**src/rtl/ucie_ctl_phy_rx_buffer.sv**
```systemverilog
// Show-ahead receive FIFO between the RDI link and the FDI adapter port.
// Optional per-byte even-parity checking is enabled with `define UCIE_CTL_RX_PARITY_EN.
module ucie_ctl_phy_rx_buffer #(
  parameter int NBYTES    = 8,
  parameter int DEPTH     = 16,
  parameter int AFULL_LVL = 12
) (
  input  logic                         i_clk,
  input  logic                         i_rst_n,
  input  logic [3:0]                   i_rdi_pl_state_sts,
  input  logic [NBYTES*8-1:0]          i_data_received,
  input  logic                         i_data_valid,
  input  logic [NBYTES-1:0]            i_data_parity,
  input  logic                         i_fdi_rdy,
  input  logic                         i_flush,
  output logic [NBYTES*8-1:0]          o_fdi_data,
  output logic                         o_fdi_data_valid,
  output logic [$clog2(DEPTH):0]       o_fill_level,
  output logic                         o_almost_full,
  output logic                         o_overflow_detected,
  output logic                         o_parity_error
);

  localparam int W  = NBYTES * 8;
  localparam int AW = $clog2(DEPTH);
  localparam int CW = AW + 1;

  localparam logic [CW-1:0] DEPTH_C = CW'(DEPTH);
  localparam logic [CW-1:0] AFULL_C = CW'(AFULL_LVL);

  typedef enum logic [3:0] {
    RDI_RESET  = 4'b0000,
    RDI_ACTIVE = 4'b0001
  } rdi_state_e;

  logic [W-1:0]  mem [DEPTH];
  logic [AW-1:0] rd_ptr, wr_ptr;
  logic [AW-1:0] rd_nxt, wr_nxt;
  logic [CW-1:0] count, count_nxt, residual;
  logic [W-1:0]  data_q, head_nxt;
  logic          afull_q;
  logic          ovf_q;

  logic link_active;
  logic flush_now;
  logic rd_valid;
  logic pop;
  logic beat_in;
  logic full;
  logic push;
  logic drop;

  always_comb begin
    link_active = (i_rdi_pl_state_sts == RDI_ACTIVE);
    flush_now   = i_flush | (i_rdi_pl_state_sts == RDI_RESET);
    rd_valid    = (count != '0) & link_active & ~i_flush;
    pop         = rd_valid & i_fdi_rdy;
    beat_in     = i_data_valid & link_active & ~i_flush;
    full        = (count == DEPTH_C);
    push        = beat_in & (~full | pop);
    drop        = beat_in & full & ~pop;
  end

  always_comb begin
    rd_nxt    = rd_ptr;
    wr_nxt    = wr_ptr;
    count_nxt = count;
    if (pop) begin
      rd_nxt = rd_ptr + AW'(1);
    end
    if (push) begin
      wr_nxt = wr_ptr + AW'(1);
    end
    case ({push, pop})
      2'b10:   count_nxt = count + CW'(1);
      2'b01:   count_nxt = count - CW'(1);
      default: count_nxt = count;
    endcase
  end

  // Head register: an existing entry stays at the head unless the FIFO would
  // be empty after the pop, in which case the incoming beat bypasses storage.
  always_comb begin
    residual = count - CW'(pop);
    head_nxt = data_q;
    if (residual != '0) begin
      head_nxt = mem[rd_nxt];
    end else if (push) begin
      head_nxt = i_data_received;
    end
  end

  always_ff @(posedge i_clk) begin
    if (push) begin
      mem[wr_ptr] <= i_data_received;
    end
  end

  always_ff @(posedge i_clk or negedge i_rst_n) begin
    if (!i_rst_n) begin
      rd_ptr  <= '0;
      wr_ptr  <= '0;
      count   <= '0;
      afull_q <= 1'b0;
      ovf_q   <= 1'b0;
      data_q  <= '0;
    end else if (flush_now) begin
      rd_ptr  <= '0;
      wr_ptr  <= '0;
      count   <= '0;
      afull_q <= 1'b0;
      ovf_q   <= 1'b0;
    end else begin
      rd_ptr  <= rd_nxt;
      wr_ptr  <= wr_nxt;
      count   <= count_nxt;
      afull_q <= (count_nxt >= AFULL_C);
      data_q  <= head_nxt;
      if (drop) begin
        ovf_q <= 1'b1;
      end
    end
  end

`ifdef UCIE_CTL_RX_PARITY_EN
  logic [NBYTES-1:0] byte_err;
  logic              perr_q;

  always_comb begin
    byte_err = '0;
    for (int unsigned b = 0; b < NBYTES; b++) begin
      byte_err[b] = ^{i_data_received[b*8 +: 8], i_data_parity[b]};
    end
  end

  always_ff @(posedge i_clk or negedge i_rst_n) begin
    if (!i_rst_n) begin
      perr_q <= 1'b0;
    end else if (flush_now) begin
      perr_q <= 1'b0;
    end else if (push && (byte_err != '0)) begin
      perr_q <= 1'b1;
    end
  end

  assign o_parity_error = perr_q;
`else
  logic unused_parity;
  assign unused_parity  = ^i_data_parity;
  assign o_parity_error = 1'b0;
`endif

  assign o_fdi_data          = data_q;
  assign o_fdi_data_valid    = rd_valid;
  assign o_fill_level        = count;
  assign o_almost_full       = afull_q;
  assign o_overflow_detected = ovf_q;

endmodule

```
**config.mk**
```make
export PLATFORM = sky130hd
export DESIGN_NAME = ucie_ctl_phy_rx_buffer
export DESIGN_NICKNAME = d
export VERILOG_FILES = /design/src/rtl/ucie_ctl_phy_rx_buffer.sv
export SDC_FILE = /design/constraint.sdc
export NUM_CORES = 1
export LEC_CHECK = 0
export CAP_MARGIN = 20
export CORE_UTILIZATION = 25
export CTS_BUF_LIST = sky130_fd_sc_hd__clkbuf_16
export CTS_CLUSTER_DIAMETER = 80
export DETAILED_ROUTE_END_ITERATION = 8
export HOLD_SLACK_MARGIN = 0.05
export PLACE_DENSITY = 0.41
export SETUP_SLACK_MARGIN = 0.02
export SLEW_MARGIN = 20
export SYNTH_ARGS = -nofsm -noshare
export SYNTH_HDL_FRONTEND = slang
export SYNTH_SLANG_ARGS = --single-unit
```
**constraint.sdc**
```tcl
create_clock -name i_clk -period 4.4 [get_ports i_clk]
set_input_delay 0.88 -clock i_clk [delete_from_list [all_inputs] [get_ports i_clk]]
set_output_delay 0.88 -clock i_clk [all_outputs]
set_load 0.03 [all_outputs]
```
==> flow_summary.ini <==
[floorplan]
start_util_pct = 25.29
fp.dieH_um = 433.3
num_rows = 157
dieWidth_um = 433.3
ioPinCount = 154
dieArea_mm2 = 0.1878
core-area_mm2 = 0.1839

[placed_design]
place_congestion = 0.7571
placed_area_mm2 = 0.05245
place_ws_ns = 0.2083
hpwlAfterDp_um = 96510
io_buffer_count = 144
dp.cells = 5772

[sta]
final.min_clock_period_ns = 3.785
finClkSkew_ns = 0.03125
maxSlewHeadroom_pct = 34.67
worst_pin_slew_ns = 0.9800
tns_ns = 0
fin_crit_sh_pct = 86.01
holdWs_ns = 0.1989
postLayoutSetupSlackWorst_ns = 0.6154
rsz0062_at_grt = false
fmax_mhz = 264.2
slew_viol_final = 0
hold_violations = 0
setup_viol = 0

[yosys]
avgSynthCellArea_um2 = 14.35
synth_area_mm2 = 0.04651
syn_inst = 3241
ys_ff_latch = 1103
synth_nets = 3332
synth_edf_count = 1024
async_reset_ff_share_pct = 7.162
ys_warn_count = 0
post-synth-top-area-cell = edfxtp_1
synth_top_cells_by_area = edfxtp_1 66%, o221ai_1 4.4%, dfrtp_1 4.3%, o21ai_0 2.0%, mux2i_1 1.8%
synth_cell_types = 90
synth_top_area_share_pct = 66.12
ys_seq_area_share_pct = 70.37
ys.flop_type = edfxtp_1

[critical_path]
worstSetupStartpointType = input pin
cp.required_ns = 3.52
path_class = input pin to output pin
worstPathArrival_ns = 2.90
cp_max_fo = 3
worst_setup_path_end_kind = output pin

[route]
drtAntennaViolNets = 0
routedWlPerCell_um = 28.38
routed-via-count = 31030
wirelength_um = 170800
drt_iter0_markers = 2441
drc_errors = 0
drt_first_pass_iters = 5
routed_via_density = 5.157

[finish]
mostFrequentLayoutCells = 1024 x edfxtp_1, 235 x o221ai_1, 193 x nor2_1
fillers = 18410
area_growth_pct = 21.60
drive_above_1_share_pct = 13.94
multi_input_area_mm2 = 0.01277
design_area_mm2 = 0.05655
post-route-util_pct = 30.76
final_net_count = 3532
ff_latch_area_mm2 = 0.03273
instances_no_fill = 6018
layout_commonest_cell = edfxtp_1

[cts]
cts_buffers = 131
cts_sinks = 1103
clock_latency_ns = 0.79
clk_path_buf_depth = 3
post_cts_buffers = 0
cts-root-buf = clkbuf_16
cts_tree = built
clk_pin_slew_ns = 0.05
h-tree-depth = 4
hold_buffers = 0
post_cts_resized = 0

[worst_hold_path]
hp-class = input pin to async pin

[global_route]
first_global_vias = 31310
grt-ovfl-total = 0
antenna_found_initial = 14
grt.total_usage_pct = 18.03
grt_pass1_wl_um = 241500
grt_max_degree = 136

[status]
run_status = finished, final reports clean

[power]
p_leak_nw = 17.90
peakVddDrop_uv = 363.3
finalPower_mw = 22.63
pwr_density_cell_mw_per_mm2 = 400.2

[run]
drv_cap = 0
-- sequential cells by signal, summed over array words and instances, names as in the netlist --
register,flops
mem,1024
o_almost_full,1
o_fdi_data,64
o_fill_level,5
o_overflow_detected,1
rd_ptr,4
wr_ptr,4
-- worst paths after layout --
| check | to | start | slack, ns | cells after the start |
|---|---|---|---|---|
| worst min register to register | o_fdi_data[59] | mem[2][59] | 0.50 | 2 |
| worst max-delay path | o_fdi_data_valid | i_flush | 0.62 | 5 |
| min in group i_clk | o_fdi_data[59] | mem[2][59] | 0.50 | 2 |
| max in group asynchronous | o_fdi_data[33] | i_rst_n | 3.26 | 2 |
| worst min-delay path | o_fdi_data[15] | i_rst_n | 0.20 | 1 |
| worst max register to register | o_fdi_data[19] | o_fill_level[0] | 0.78 | 12 |
-- layout make-up --
class,count,share of cell area [%]
flip-flops and latches,1103,57.88
multi-input cells,1862,22.59
repair buffers,328,6.719
clock buffers,131,5.797
well taps,2464,5.452
clock inverters,112,1.438
inverters,15,0.1084
diodes,3,0.01328
-- Yosys cell counts, types with 23 or more instances --
library cell     n
nand3_1         83
o31ai_1         32
and3_1          65
o2111ai_1       33
o211ai_1        35
edfxtp_1      1024
nand2_1        190
buf_2           77
o21ai_0        189
a211oi_1        38
a21oi_1         67
mux2i_1         84
nor4_1          23
and2_1          54
or3_1           34
nor2_1         193
o221ai_1       235
dfrtp_1         79
o22ai_1        100
clkbuf_1       151
nor3_1          58
mux2_2          39
o22a_1          47
-- cells by family (layout without fill, tap and decap cells) --
kind of cell | Yosys count | count (layout) | synth area share [%]
xor+xnor | 12 | 12 | 0.2825
flops | 1103 | 1103 | 70.37
simple gates | 767 | 767 | 8.063
compound gates | 933 | 933 | 14.88
buf+inv | 276 | 586 | 2.612
mux | 139 | 139 | 3.503
other cells | 1 | 4 | 0.008064
fa+ha+maj | 10 | 10 | 0.2852
-- worst max-delay path, stage by stage --
cell             delay [ns]
clkdlybuf4s50_1        0.42
buf_4                  0.16
nor2b_1                0.31
o211a_1                0.39
clkdlybuf4s50_1        0.74
-- power by group --
group	switching, mW	internal [mW]
Clock	4.65	5.70
Combinational	0.443	0.258
Sequential	0.0672	11.5
Total	5.15	17.5
-- metal layers --
layer	global-route usage (%)	vias to the layer above	share of wire, %	wire length (um)
li1	-	13590	-	-
met1	23.97	16400	44	75990
met2	30.52	806	49	83950
met3	2.700	230	4.2	7165
met4	4.681	6	2.1	3650
met5	0	-	0.020	34
Note: power is estimated with default switching activity, not from simulation.
